`config.mk`:
```
export PLATFORM = sky130hd
export DESIGN_NAME = mem_db_ctrl
export DESIGN_NICKNAME = d
export VERILOG_FILES = /design/src/rtl/mem_db_ctrl.sv
export SDC_FILE = /design/constraint.sdc
export NUM_CORES = 1
export LEC_CHECK = 0
export BUFFER_PORTS_ARGS = -buffer_cell sky130_fd_sc_hd__buf_4
export CORE_MARGIN = 2
export CORE_UTILIZATION = 40
export CTS_CLUSTER_SIZE = 14
export DETAILED_ROUTE_END_ITERATION = 16
export GPL_ROUTABILITY_DRIVEN = 0
export HOLD_SLACK_MARGIN = 0.06
export PLACE_DENSITY = 0.69
export SYNTH_ARGS = -nofsm -noshare
export SYNTH_HDL_FRONTEND = slang
export SYNTH_SLANG_ARGS = --single-unit
```
`constraint.sdc`:
```
create_clock -name i_clk -period 7.9 [get_ports i_clk]
set_input_delay 0.395 -clock i_clk [delete_from_list [all_inputs] [get_ports i_clk]]
set_output_delay 0.395 -clock i_clk [all_outputs]
set_load 0.05 [all_outputs]
```
`src/rtl/mem_db_ctrl.sv`:
```
// Ping-pong controller for a two-bank double-buffer RAM: a producer stream fills
// one bank while the filled bank is read out through a 2-entry output buffer.
module mem_db_ctrl #(
    parameter int unsigned DATA_BIT = 64,
    parameter int unsigned DEPTH    = 1024,
    parameter int unsigned ADDR_BIT = $clog2(DEPTH),
    parameter int unsigned TILE_LEN = DEPTH
) (
    input  logic                i_clk,
    input  logic                i_rst,
    input  logic                i_in_vld,
    output logic                o_in_rdy,
    input  logic [DATA_BIT-1:0] i_in_data,
    output logic                o_out_vld,
    input  logic                i_out_rdy,
    output logic [DATA_BIT-1:0] o_out_data,
    output logic                o_out_last,
    output logic                o_mem_sw,
    output logic [ADDR_BIT-1:0] o_mem_waddr,
    output logic                o_mem_wen,
    output logic [DATA_BIT-1:0] o_mem_wdata,
    output logic [ADDR_BIT-1:0] o_mem_raddr,
    output logic                o_mem_ren,
    input  logic [DATA_BIT-1:0] i_mem_rdata,
    output logic                o_wr_full,
    output logic                o_rd_busy
);

    localparam logic [ADDR_BIT-1:0] L_TILE_LAST = ADDR_BIT'(TILE_LEN - 1);

    logic                r_sw;
    logic [ADDR_BIT-1:0] r_wr_cnt;
    logic [ADDR_BIT-1:0] r_rd_cnt;
    logic                r_wr_full;
    logic                r_rd_busy;
    logic                r_inflight;
    logic                r_inflight_last;
    logic [1:0]          r_occ;
    logic                r_head;
    logic [DATA_BIT-1:0] r_buf_data [2];
    logic                r_buf_last [2];

    logic                w_wr_acc;
    logic                w_swap;
    logic                w_pop;
    logic                w_ren;
    logic [1:0]          w_level;
    logic                w_tail;

    // Handshakes, read credit and buffer tail slot
    always_comb begin
        w_wr_acc = i_in_vld && !r_wr_full;
        w_swap   = r_wr_full && !r_rd_busy;
        w_pop    = (r_occ != 2'd0) && i_out_rdy;
        // Entries that will be held after this cycle if nothing new is issued
        w_level  = r_occ + {1'b0, r_inflight} - {1'b0, w_pop};
        w_ren    = r_rd_busy && (w_level < 2'd2);
        // With occ==2 the tail aliases the head, which is only legal alongside a pop
        w_tail   = r_head ^ r_occ[0];
    end

    assign o_in_rdy    = !r_wr_full;
    assign o_mem_wen   = w_wr_acc;
    assign o_mem_waddr = r_wr_cnt;
    assign o_mem_wdata = i_in_data;
    assign o_mem_ren   = w_ren;
    assign o_mem_raddr = r_rd_cnt;
    assign o_mem_sw    = r_sw;
    assign o_wr_full   = r_wr_full;
    assign o_rd_busy   = r_rd_busy;
    assign o_out_vld   = (r_occ != 2'd0);
    assign o_out_data  = r_buf_data[r_head];
    assign o_out_last  = (r_occ != 2'd0) && r_buf_last[r_head];

    // Bank sequencing, counters and output-buffer occupancy
    always_ff @(posedge i_clk) begin
        if (i_rst) begin
            r_sw            <= 1'b0;
            r_wr_cnt        <= '0;
            r_rd_cnt        <= '0;
            r_wr_full       <= 1'b0;
            r_rd_busy       <= 1'b0;
            r_inflight      <= 1'b0;
            r_inflight_last <= 1'b0;
            r_occ           <= 2'd0;
            r_head          <= 1'b0;
        end else begin
            if (w_wr_acc) begin
                if (r_wr_cnt == L_TILE_LAST) begin
                    r_wr_cnt  <= '0;
                    r_wr_full <= 1'b1;
                end else begin
                    r_wr_cnt <= r_wr_cnt + ADDR_BIT'(1);
                end
            end
            // Swap needs wr_full=1 so it never coincides with an accepted write,
            // and rd_busy=0 so it never coincides with a read issue
            if (w_swap) begin
                r_sw      <= ~r_sw;
                r_wr_full <= 1'b0;
                r_rd_busy <= 1'b1;
                r_rd_cnt  <= '0;
            end
            if (w_ren) begin
                if (r_rd_cnt == L_TILE_LAST) begin
                    r_rd_cnt  <= '0;
                    r_rd_busy <= 1'b0;
                end else begin
                    r_rd_cnt <= r_rd_cnt + ADDR_BIT'(1);
                end
            end
            r_inflight      <= w_ren;
            r_inflight_last <= w_ren && (r_rd_cnt == L_TILE_LAST);
            if (r_inflight && !w_pop) begin
                r_occ <= r_occ + 2'd1;
            end else if (!r_inflight && w_pop) begin
                r_occ <= r_occ - 2'd1;
            end
            if (w_pop) begin
                r_head <= ~r_head;
            end
        end
    end

    // Capture returning read data; occupancy alone decides validity
    always_ff @(posedge i_clk) begin
        if (r_inflight) begin
            r_buf_data[w_tail] <= i_mem_rdata;
            r_buf_last[w_tail] <= r_inflight_last;
        end
    end

endmodule

```
==> flow_metrics.env, run 1 <==
export IMPL_synth_avg_cell_area_um2=15.4
export IMPL_antenna_found_initial=0
export IMPL_r2r_end="o_mem_raddr[9]"
export IMPL_core_um2=15900
export IMPL_async_reset_ff_share_pct=0
export IMPL_grt_pass1_vias=3844
export IMPL_syn_num_nets=560
export IMPL_drive_gt1_share_pct=47.8
export IMPL_slowest_delay_ns=0.37
export IMPL_drcViolationCount=0
export IMPL_root_buffer="clkbuf_16"
export IMPL_final_cell_mix="161 x buf_4, 130 x edfxtp_1, 64 x mux2_2"
export IMPL_worstMarginPinSlew_ns=0.904
export IMPL_die_x_um=132
export IMPL_avgViaCountPerCell=4.84
export IMPL_die_area_um2=17300
export IMPL_wl_per_cell_um=17.3
export IMPL_drv_cap=0
export IMPL_final_common_cell="buf_4"
export IMPL_hpwl_mm=8.83
export IMPL_crit_fanout=7
export IMPL_cts_max_level=4
export IMPL_synth_simple_area_share_pct=5.57
export IMPL_via_count=3667
export IMPL_cts_hold_buf=0
export IMPL_clk_pin_slew_worst_paths_ns=0.06
export IMPL_cp_required_ns=7.51
export IMPL_crit_chain="nor2_1 -> inv_1 -> nand2_1 -> inv_1 -> ha_1 -> nor2b_1 -> xor2_2 -> nor2_1 -> buf_4"
export IMPL_insertion_delay_ns=0.42
export IMPL_critPathKind="flip-flop to primary output"
export IMPL_synthesis_area_um2=6510
export IMPL_grt_max_degree=66
export IMPL_grt_usage_pct=15.1
export IMPL_maxSlewViolCount=0
export IMPL_antenna_cells=0
export IMPL_status="completed"
export IMPL_postCtsSetupBuffers=0
export IMPL_rows=46
export IMPL_cts_sinks=159
export IMPL_first_pass_iters=4
export IMPL_synthToLayoutAreaGrowth_pct=22.7
export IMPL_final_period_minus_worst_setup_slack_ns=2.83
export IMPL_multiInputGateArea_um2=1490
export IMPL_vdd_drop_max_v=0.000136
export IMPL_hold_viol_final=0
export IMPL_synth_area_top_cells="edfxtp_1 60%, mux2_2 11%, dfxtp_1 8.9%, buf_4 7.4%, nor2_1 1.5%"
export IMPL_setup_tns_ns=0
export IMPL_synth_compound_area_share_pct=2.31
export IMPL_ys_ff_latch=159
export IMPL_start_util_pct=41.0
export IMPL_synthAdderAreaFrac_pct=0.769
export IMPL_regArea_um2=4490
export IMPL_die_y_um=132
export IMPL_ys_types=36
export IMPL_synth_top_cell_by_area="edfxtp_1"
export IMPL_ys_seq_area_share_pct=68.9
export IMPL_synth_top_area_share_pct=60.0
export IMPL_dp_cells=726
export IMPL_drt_first_iter_violations=202
export IMPL_cpMaxStageDelayCell="dfxtp_1"
export IMPL_leakage_uw=0.00293
export IMPL_critPathArrivalTime_ns=2.44
export IMPL_yosysWarnings=0
export IMPL_r2r_start="r_occ[0]"
export IMPL_cts_tree="built"
export IMPL_cts_resized=0
export IMPL_fin_nets=665
export IMPL_synth_edf_count=130
export IMPL_grt_pass1_wl_mm=20.1
export IMPL_finalSetupViolCount=0
export IMPL_hold_path_endpoint="r_buf_data[1][63]"
export IMPL_min_period_over_period_pct=35.8
export IMPL_muxShareOfSynthArea_pct=11.4
export IMPL_synthFlopType="edfxtp_1"
export IMPL_cp_end_kind="primary output"
export IMPL_synth_top_family_by_area="multiplexers"
export IMPL_worstRegToRegCells=10
export IMPL_fmax_mhz=353
export IMPL_syn_inst=424
export IMPL_grt_setup_unrepaired="no"
export IMPL_r2r_slack_ns=5.43
export IMPL_slew_limit_headroom_pct=39.7
export IMPL_grt_overflow_total=0
export IMPL_fin_cells=758
export IMPL_clock_skew_ns=0.00842
export IMPL_min_path_cells=1
export IMPL_p_per_area_nw_per_um2=246
export IMPL_hold_path_class="input port to flip-flop"
export IMPL_synthXorXnorAreaFrac_pct=2.65
export IMPL_cts_buffer_depth=2
export IMPL_cts_buffers=17
export IMPL_port_buffers=159
export IMPL_min_from="i_mem_rdata[63]"
export IMPL_ios=288
export IMPL_num_fill_cells=1388
export IMPL_wl_mm=13.1
export IMPL_start_kind="flip-flop"
export IMPL_ant_nets=0
## cells in the mapped netlist (5+ instances only)
master / n
nand2_1: 14
xor2_1: 9
inv_1: 6
o21ai_0: 7
dfxtp_1: 29
edfxtp_1: 130
buf_4: 64
mux2_2: 64
xnor2_1: 7
nor2_1: 26
nand4_1: 7
a21oi_1: 5
clkbuf_1: 11
## routing by layer
| metal | GRT usage, % | up-vias | part of all wire, % |
|---|---|---|---|
| met3 | 6.48 | 41 | 8.7 |
| li1 | - | 1693 | - |
| met2 | 24.8 | 178 | 49 |
| met1 | 16.8 | 1755 | 39 |
| met4 | 7.31 | 0 | 3.2 |
| met5 | 0 | - | 0 |
## worst max-delay path, delay by kind of cell (launching register included)
family	cells	cell delay [ns]
adders and majority gates	1	0.26
buffers and inverters	3	0.36
DFF	1	0.37
and+or+nand+nor	4	0.68
xor gates and xnor gates	1	0.35
## how the worst max path moves through the flow
stage | startpoint | cells after the start | endpoint
floorplan | r_occ[0] | 3 | r_buf_data[1][0]
global placement | r_occ[0] | 10 | o_mem_raddr[9]
detailed placement | r_occ[0] | 10 | o_mem_raddr[9]
CTS | r_occ[0] | 9 | o_mem_ren
global route | r_occ[0] | 9 | o_mem_ren
finish | r_occ[0] | 9 | o_mem_ren
## final cells by class
cell class                      count  area share [%]
Sequential cell                   159            56.2
Tap cell                          216            3.38
Inverter                            7           0.329
Timing Repair Buffer              161            15.1
Clock buffer                       20            5.47
Clock inverter                     12           0.893
Multi-Input combinational cell    183            18.6
## metrics by stage
stage	power [µW]	utilization, %	hold WS, ns	worst slack [ns]	instance area, µm²
floorplan	1260	-	0.404	3.90	6510
global placement	1280	47.1	0.412	5.62	7480
CTS	1990	50.3	0.141	5.06	7990
detailed placement	1290	47.1	0.415	5.43	7480
global route	2040	50.3	0.134	4.83	7990
finish	1960	50.3	0.161	5.07	7990
## sequential cells by signal, summed over array words and instances (netlist names), named ones only
register and count:
r_buf_data 128, o_mem_raddr 10, o_mem_waddr 10, r_buf_last 2
r_occ 2, o_mem_sw 1, o_rd_busy 1, o_wr_full 1
r_head 1, r_inflight 1, r_inflight_last 1
## power by group
group / total, µW / internal (µW) / switching (µW) / leakage, µW
Combinational: 350 / 127 / 223 / 0.00130
Clock: 698 / 396 / 303 / 0.000232
Sequential: 917 / 910 / 6.31 / 0.00140
## kinds of logic (layout without fill, tap and decap cells)
logic type / count (synthesis) / in the layout
fa+ha+maj: 4 / 4
buf+inv: 82 / 200
simple gates: 73 / 73
xor+xnor: 18 / 18
flops: 159 / 159
compound gates: 22 / 22
mux: 66 / 66
(Power assumes the default switching activity.)
==> run 2: changes to the inputs <==
==> constraint.sdc (replaced) <==
create_clock -name i_clk -period 2.65 [get_ports i_clk]
set_input_delay 0.1325 -clock i_clk [delete_from_list [all_inputs] [get_ports i_clk]]
set_output_delay 0.1325 -clock i_clk [all_outputs]
set_load 0.05 [all_outputs]
==> flow_metrics.env, run 2 (same netlist as run 1, synthesis figures left out) <==
export IMPL_critPathTopFamily="simple AND/OR/NAND/NOR gates"
export IMPL_cts_tree="built"
export IMPL_wl_per_cell_um=16.8
export IMPL_cp_required_ns=2.52
export IMPL_grt_max_degree=66
export IMPL_drt_first_iter_violations=221
export IMPL_largest_register="r_buf_data"
export IMPL_vdd_drop_max_v=0.000409
export IMPL_finalSetupViolCount=0
export IMPL_hold_viol_final=0
export IMPL_cts_sinks=159
export IMPL_r2r_start="r_occ[1]"
export IMPL_critPathKind="flip-flop to primary output"
export IMPL_clk_pin_slew_worst_paths_ns=0.06
export IMPL_cts_buffers=17
export IMPL_grt_pass1_wl_mm=21.6
export IMPL_die_area_um2=17300
export IMPL_start_kind="flip-flop"
export IMPL_hold_path_class="input port to flip-flop"
export IMPL_final_util_pct=55.2
export IMPL_p_per_area_nw_per_um2=705
export IMPL_final_period_minus_worst_setup_slack_ns=2.41
export IMPL_slew_limit_headroom_pct=61.5
export IMPL_cts_max_level=4
export IMPL_die_x_um=132
export IMPL_antenna_found_initial=0
export IMPL_hpwl_mm=8.98
export IMPL_root_buffer="clkbuf_16"
export IMPL_cp_end_kind="primary output"
export IMPL_slowest_delay_ns=0.36
export IMPL_path_common_cell="inv_1"
export IMPL_rows=46
export IMPL_dpl_instance_area_um2=7510
export IMPL_grt_setup_unrepaired="no"
export IMPL_drcViolationCount=0
export IMPL_fin_nets=737
export IMPL_min_period_over_period_pct=91.1
export IMPL_cts_buffer_depth=2
export IMPL_drive_gt1_share_pct=44.5
export IMPL_grt_pass1_vias=4217
export IMPL_min_from="i_out_rdy"
export IMPL_synthToLayoutAreaGrowth_pct=34.7
export IMPL_final_cell_mix="166 x buf_4, 130 x edfxtp_1, 66 x dlygate4sd3_1"
export IMPL_final_area_um2=8770
export IMPL_first_pass_iters=4
export IMPL_start_util_pct=41.0
export IMPL_avgViaCountPerCell=4.84
export IMPL_timing_hold_ws_ns=0.136
export IMPL_final_common_cell="buf_4"
export IMPL_cpMaxStageDelayCell="dfxtp_1"
export IMPL_via_count=4020
export IMPL_clock_skew_ns=0.00835
export IMPL_insertion_delay_ns=0.42
export IMPL_critPathLaunch="r_occ[1]"
export IMPL_antenna_cells=0
export IMPL_maxSlewViolCount=0
export IMPL_die_y_um=132
export IMPL_drv_cap=0
export IMPL_crit_chain="nor2_1 -> inv_1 -> nand2_1 -> inv_1 -> ha_1 -> nor2b_2 -> xor2_2 -> nor2_2 -> buf_4"
export IMPL_ant_nets=0
export IMPL_path_buf_inv=3
export IMPL_status="completed"
export IMPL_fmax_mhz=414
export IMPL_port_buffers=159
export IMPL_core_um2=15900
export IMPL_ios=288
export IMPL_worstMarginPinSlew_ns=0.578
export IMPL_crit_fanout=6
export IMPL_critPathArrivalTime_ns=2.28
export IMPL_setup_ws_ns=0.236
export IMPL_largest_register_ffs=128
export IMPL_leakage_uw=0.00327
export IMPL_grt_overflow_total=0
export IMPL_wl_mm=13.9
export IMPL_grt_usage_pct=15.9
export IMPL_place_ws_ns=0.250
export IMPL_setup_tns_ns=0
[run 2: cell count changes in the layout (fill, tap and decap cells not counted), moves of 3 or more]
| cell | delta |
|---|---|
| clkinv_1 | -3 |
| buf_4 | +5 |
| inv_6 | +4 |
| clkbuf_1 | -3 |
| dlygate4sd3_1 | +66 |
[run 2: final cells by class]
cell class | count | area (µm²)
clock buffer | 17 | 425
fill | 1293 | 7120
inverter | 7 | 26.3
multi-input combinational | 183 | 1500
timing repair buffer | 233 | 1930
tap | 216 | 270
sequential | 159 | 4490
clock inverter | 15 | 134
[run 2: worst paths after layout]
kind | slack (ns) | end | cells past startpoint
max | 0.24 | o_mem_ren | 9
min | 0.14 | flip-flop | 4
max reg2reg | 0.26 | o_mem_raddr[9] | 10
min reg2reg | 0.44 | r_buf_last[1] | 0
[run 2: repair_timing]
action,in CTS,in global routing
gates resized for setup,0,2
endpoints found under the setup margin,0,1
hold buffers,66,0
buffers inserted,0,3
hold endpoints to repair,141,0
[run 2: worst min-delay path, cell delays in order]
cell and delay (ns):
buf_4 0.11, nand2_1 0.11, xor2_1 0.09, nor2_1 0.07
[run 2: layer usage]
| layer | up-vias | track usage, % | part of all wire (%) |
|---|---|---|---|
| li1 | 1843 | - | - |
| met1 | 1941 | 17.3 | 39 |
| met2 | 188 | 26.9 | 50 |
| met3 | 48 | 6.13 | 7.8 |
| met4 | 0 | 8.15 | 3.6 |
| met5 | - | 0 | 0 |
[run 2: per-stage QoR]
step | total power, µW | cells
5_1_grt | 6390 | 830
3_5_place_dp | 3840 | 729
4_1_cts | 6220 | 827
2_1_floorplan | 3760 | 424
3_3_place_gp | 3830 | 729
6_report | 6180 | 830
[run 2: power breakdown]
group	internal, µW	total [µW]	switching [µW]
combinational	467	1160	693
sequential	2710	2730	19.9
clock	1300	2290	989
total	4480	6180	1700
==> run 3: changes to the inputs <==
--- a/config.mk
+++ b/config.mk
@@ -7,12 +7,11 @@
 export LEC_CHECK = 0
 export BUFFER_PORTS_ARGS = -buffer_cell sky130_fd_sc_hd__buf_4
 export CORE_MARGIN = 2
-export CORE_UTILIZATION = 40
+export CORE_UTILIZATION = 30
 export CTS_CLUSTER_SIZE = 14
 export DETAILED_ROUTE_END_ITERATION = 16
 export GPL_ROUTABILITY_DRIVEN = 0
-export HOLD_SLACK_MARGIN = 0.06
-export PLACE_DENSITY = 0.69
+export HOLD_SLACK_MARGIN = 0.05
 export SYNTH_ARGS = -nofsm -noshare
 export SYNTH_HDL_FRONTEND = slang
 export SYNTH_SLANG_ARGS = --single-unit
==> constraint.sdc (replaced) <==
create_clock -name i_clk -period 2.65 [get_ports i_clk]
set_input_delay 0.265 -clock i_clk [delete_from_list [all_inputs] [get_ports i_clk]]
set_output_delay 0.265 -clock i_clk [all_outputs]
set_load 0.05 [all_outputs]
==> flow_metrics.env, run 3 (same netlist as run 1, synthesis figures left out) <==
export IMPL_clock_skew_ns=0.00937
export IMPL_start_util_pct=30.8
export IMPL_final_period_minus_worst_setup_slack_ns=2.46
export IMPL_hold_path_class="input port to flip-flop"
export IMPL_cts_buffers=17
export IMPL_grt_overflow_total=0
export IMPL_multiInputGateArea_um2=1500
export IMPL_crit_fanout=4
export IMPL_port_buffers=159
export IMPL_synthToLayoutAreaGrowth_pct=36.1
export IMPL_fin_cells=883
export IMPL_critPathKind="flip-flop to primary output"
export IMPL_drt_first_iter_violations=163
export IMPL_num_fill_cells=1917
export IMPL_hold_viol_final=0
export IMPL_drv_cap=0
export IMPL_drive_gt1_share_pct=44.2
export IMPL_die_area_um2=22900
export IMPL_root_buffer="clkbuf_16"
export IMPL_grt_setup_unrepaired="no"
export IMPL_ios=288
export IMPL_largest_register_ffs=128
export IMPL_cts_sinks=159
export IMPL_start_kind="flip-flop"
export IMPL_grt_pass1_wl_mm=21.2
export IMPL_critPathArrivalTime_ns=2.19
export IMPL_dp_cells=786
export IMPL_place_ws_ns=0.229
export IMPL_insertion_delay_ns=0.41
export IMPL_first_pass_iters=4
export IMPL_finalSetupViolCount=0
export IMPL_avgViaCountPerCell=4.48
export IMPL_grt_pass1_vias=4106
export IMPL_antenna_found_initial=0
export IMPL_grt_max_degree=66
export IMPL_p_per_area_nw_per_um2=716
export IMPL_slew_limit_headroom_pct=71.6
export IMPL_largest_register="r_buf_data"
export IMPL_via_count=3956
export IMPL_finalPower_uw=6340
export IMPL_fin_nets=731
export IMPL_vdd_drop_max_v=0.000401
export IMPL_core_um2=21200
export IMPL_setup_ws_ns=0.194
export IMPL_cp_end_kind="primary output"
export IMPL_leakage_uw=0.00327
export IMPL_fmax_mhz=407
export IMPL_wl_per_cell_um=15.9
export IMPL_grt_usage_pct=12.1
export IMPL_min_period_over_period_pct=92.7
export IMPL_die_x_um=151
export IMPL_wl_mm=14.0
export IMPL_maxSlewViolCount=0
export IMPL_cts_tree="built"
export IMPL_final_common_cell="buf_4"
export IMPL_setup_tns_ns=0
export IMPL_worstMarginPinSlew_ns=0.424
export IMPL_status="completed"
export IMPL_cp_required_ns=2.38
export IMPL_drcViolationCount=0
export IMPL_clk_pin_slew_worst_paths_ns=0.06
export IMPL_cts_max_level=4
export IMPL_cts_buffer_depth=2
export IMPL_die_y_um=151
export IMPL_rows=53
export IMPL_hpwl_mm=8.97
export IMPL_antenna_cells=0
export IMPL_final_cell_mix="160 x buf_4, 130 x edfxtp_1, 64 x mux2_2, 64 x dlygate4sd3_1, 28 x dfxtp_1"
export IMPL_ant_nets=0
export IMPL_regArea_um2=4490
==> run 3: worst paths after layout <==
| kind | cells past startpoint | endpoint | from | slack, ns |
|---|---|---|---|---|
| worst min-delay path | 2 | r_head | i_rst | 0.20 |
| worst max register to register | 10 | o_mem_raddr[9] | r_occ[1] | 0.29 |
| worst max-delay path | 9 | o_mem_ren | r_occ[1] | 0.19 |
| worst min register to register | 0 | r_buf_last[1] | r_inflight_last | 0.44 |
==> run 3: where the power goes <==
| group | leakage, µW | internal (µW) | switching (µW) |
|---|---|---|---|
| registers | 0.00140 | 2710 | 20.2 |
| clock network | 0.000288 | 1430 | 1030 |
| logic | 0.00158 | 453 | 693 |
==> run 3: area by class of cell <==
cell class / instances / area share [%]
clock buffers: 18 / 4.85
flip-flops and latches: 159 / 50.6
clock inverters: 14 / 1.92
repair buffers: 227 / 21.5
multi-input cells: 183 / 16.9
well taps: 275 / 3.89
inverters: 7 / 0.297
==> run 3: stage by stage <==
step           cell area (µm²)  hold WS [ns]  util (%)
2_1_floorplan             6520         0.361         -
3_3_place_gp              7600         0.410      35.9
3_5_place_dp              7600         0.421      35.9
4_1_cts                   8840         0.166      41.8
5_1_grt                   8860         0.207      41.9
6_report                  8860         0.205      41.9
==> run 3: critical path, cell delays in order, from the launching register on <==
cell and delay [ns]:
dfxtp_1 0.36, nor2_1 0.16, inv_1 0.08, nand2_1 0.12
inv_1 0.06, ha_1 0.28, nor2b_2 0.20, xor2_2 0.12
nor2_2 0.17, buf_4 0.23
==> run 3: timing repair <==
action                                  4_1_cts  5_1_grt
resized for setup                             0        2
endpoints found under the hold margin       128        0
buffers inserted                              1        0
pin swaps                                     1        0
hold buffers                                 64        0
endpoints found under the setup margin        1        5
==> run 3: per-layer routing <==
layer	track usage [%]	wire, µm	vias up
met1	13.7	5540	1887
li1	-	-	1838
met5	0	0	-
met3	3.89	1270	47
met4	5.51	420	0
met2	20.7	6800	184
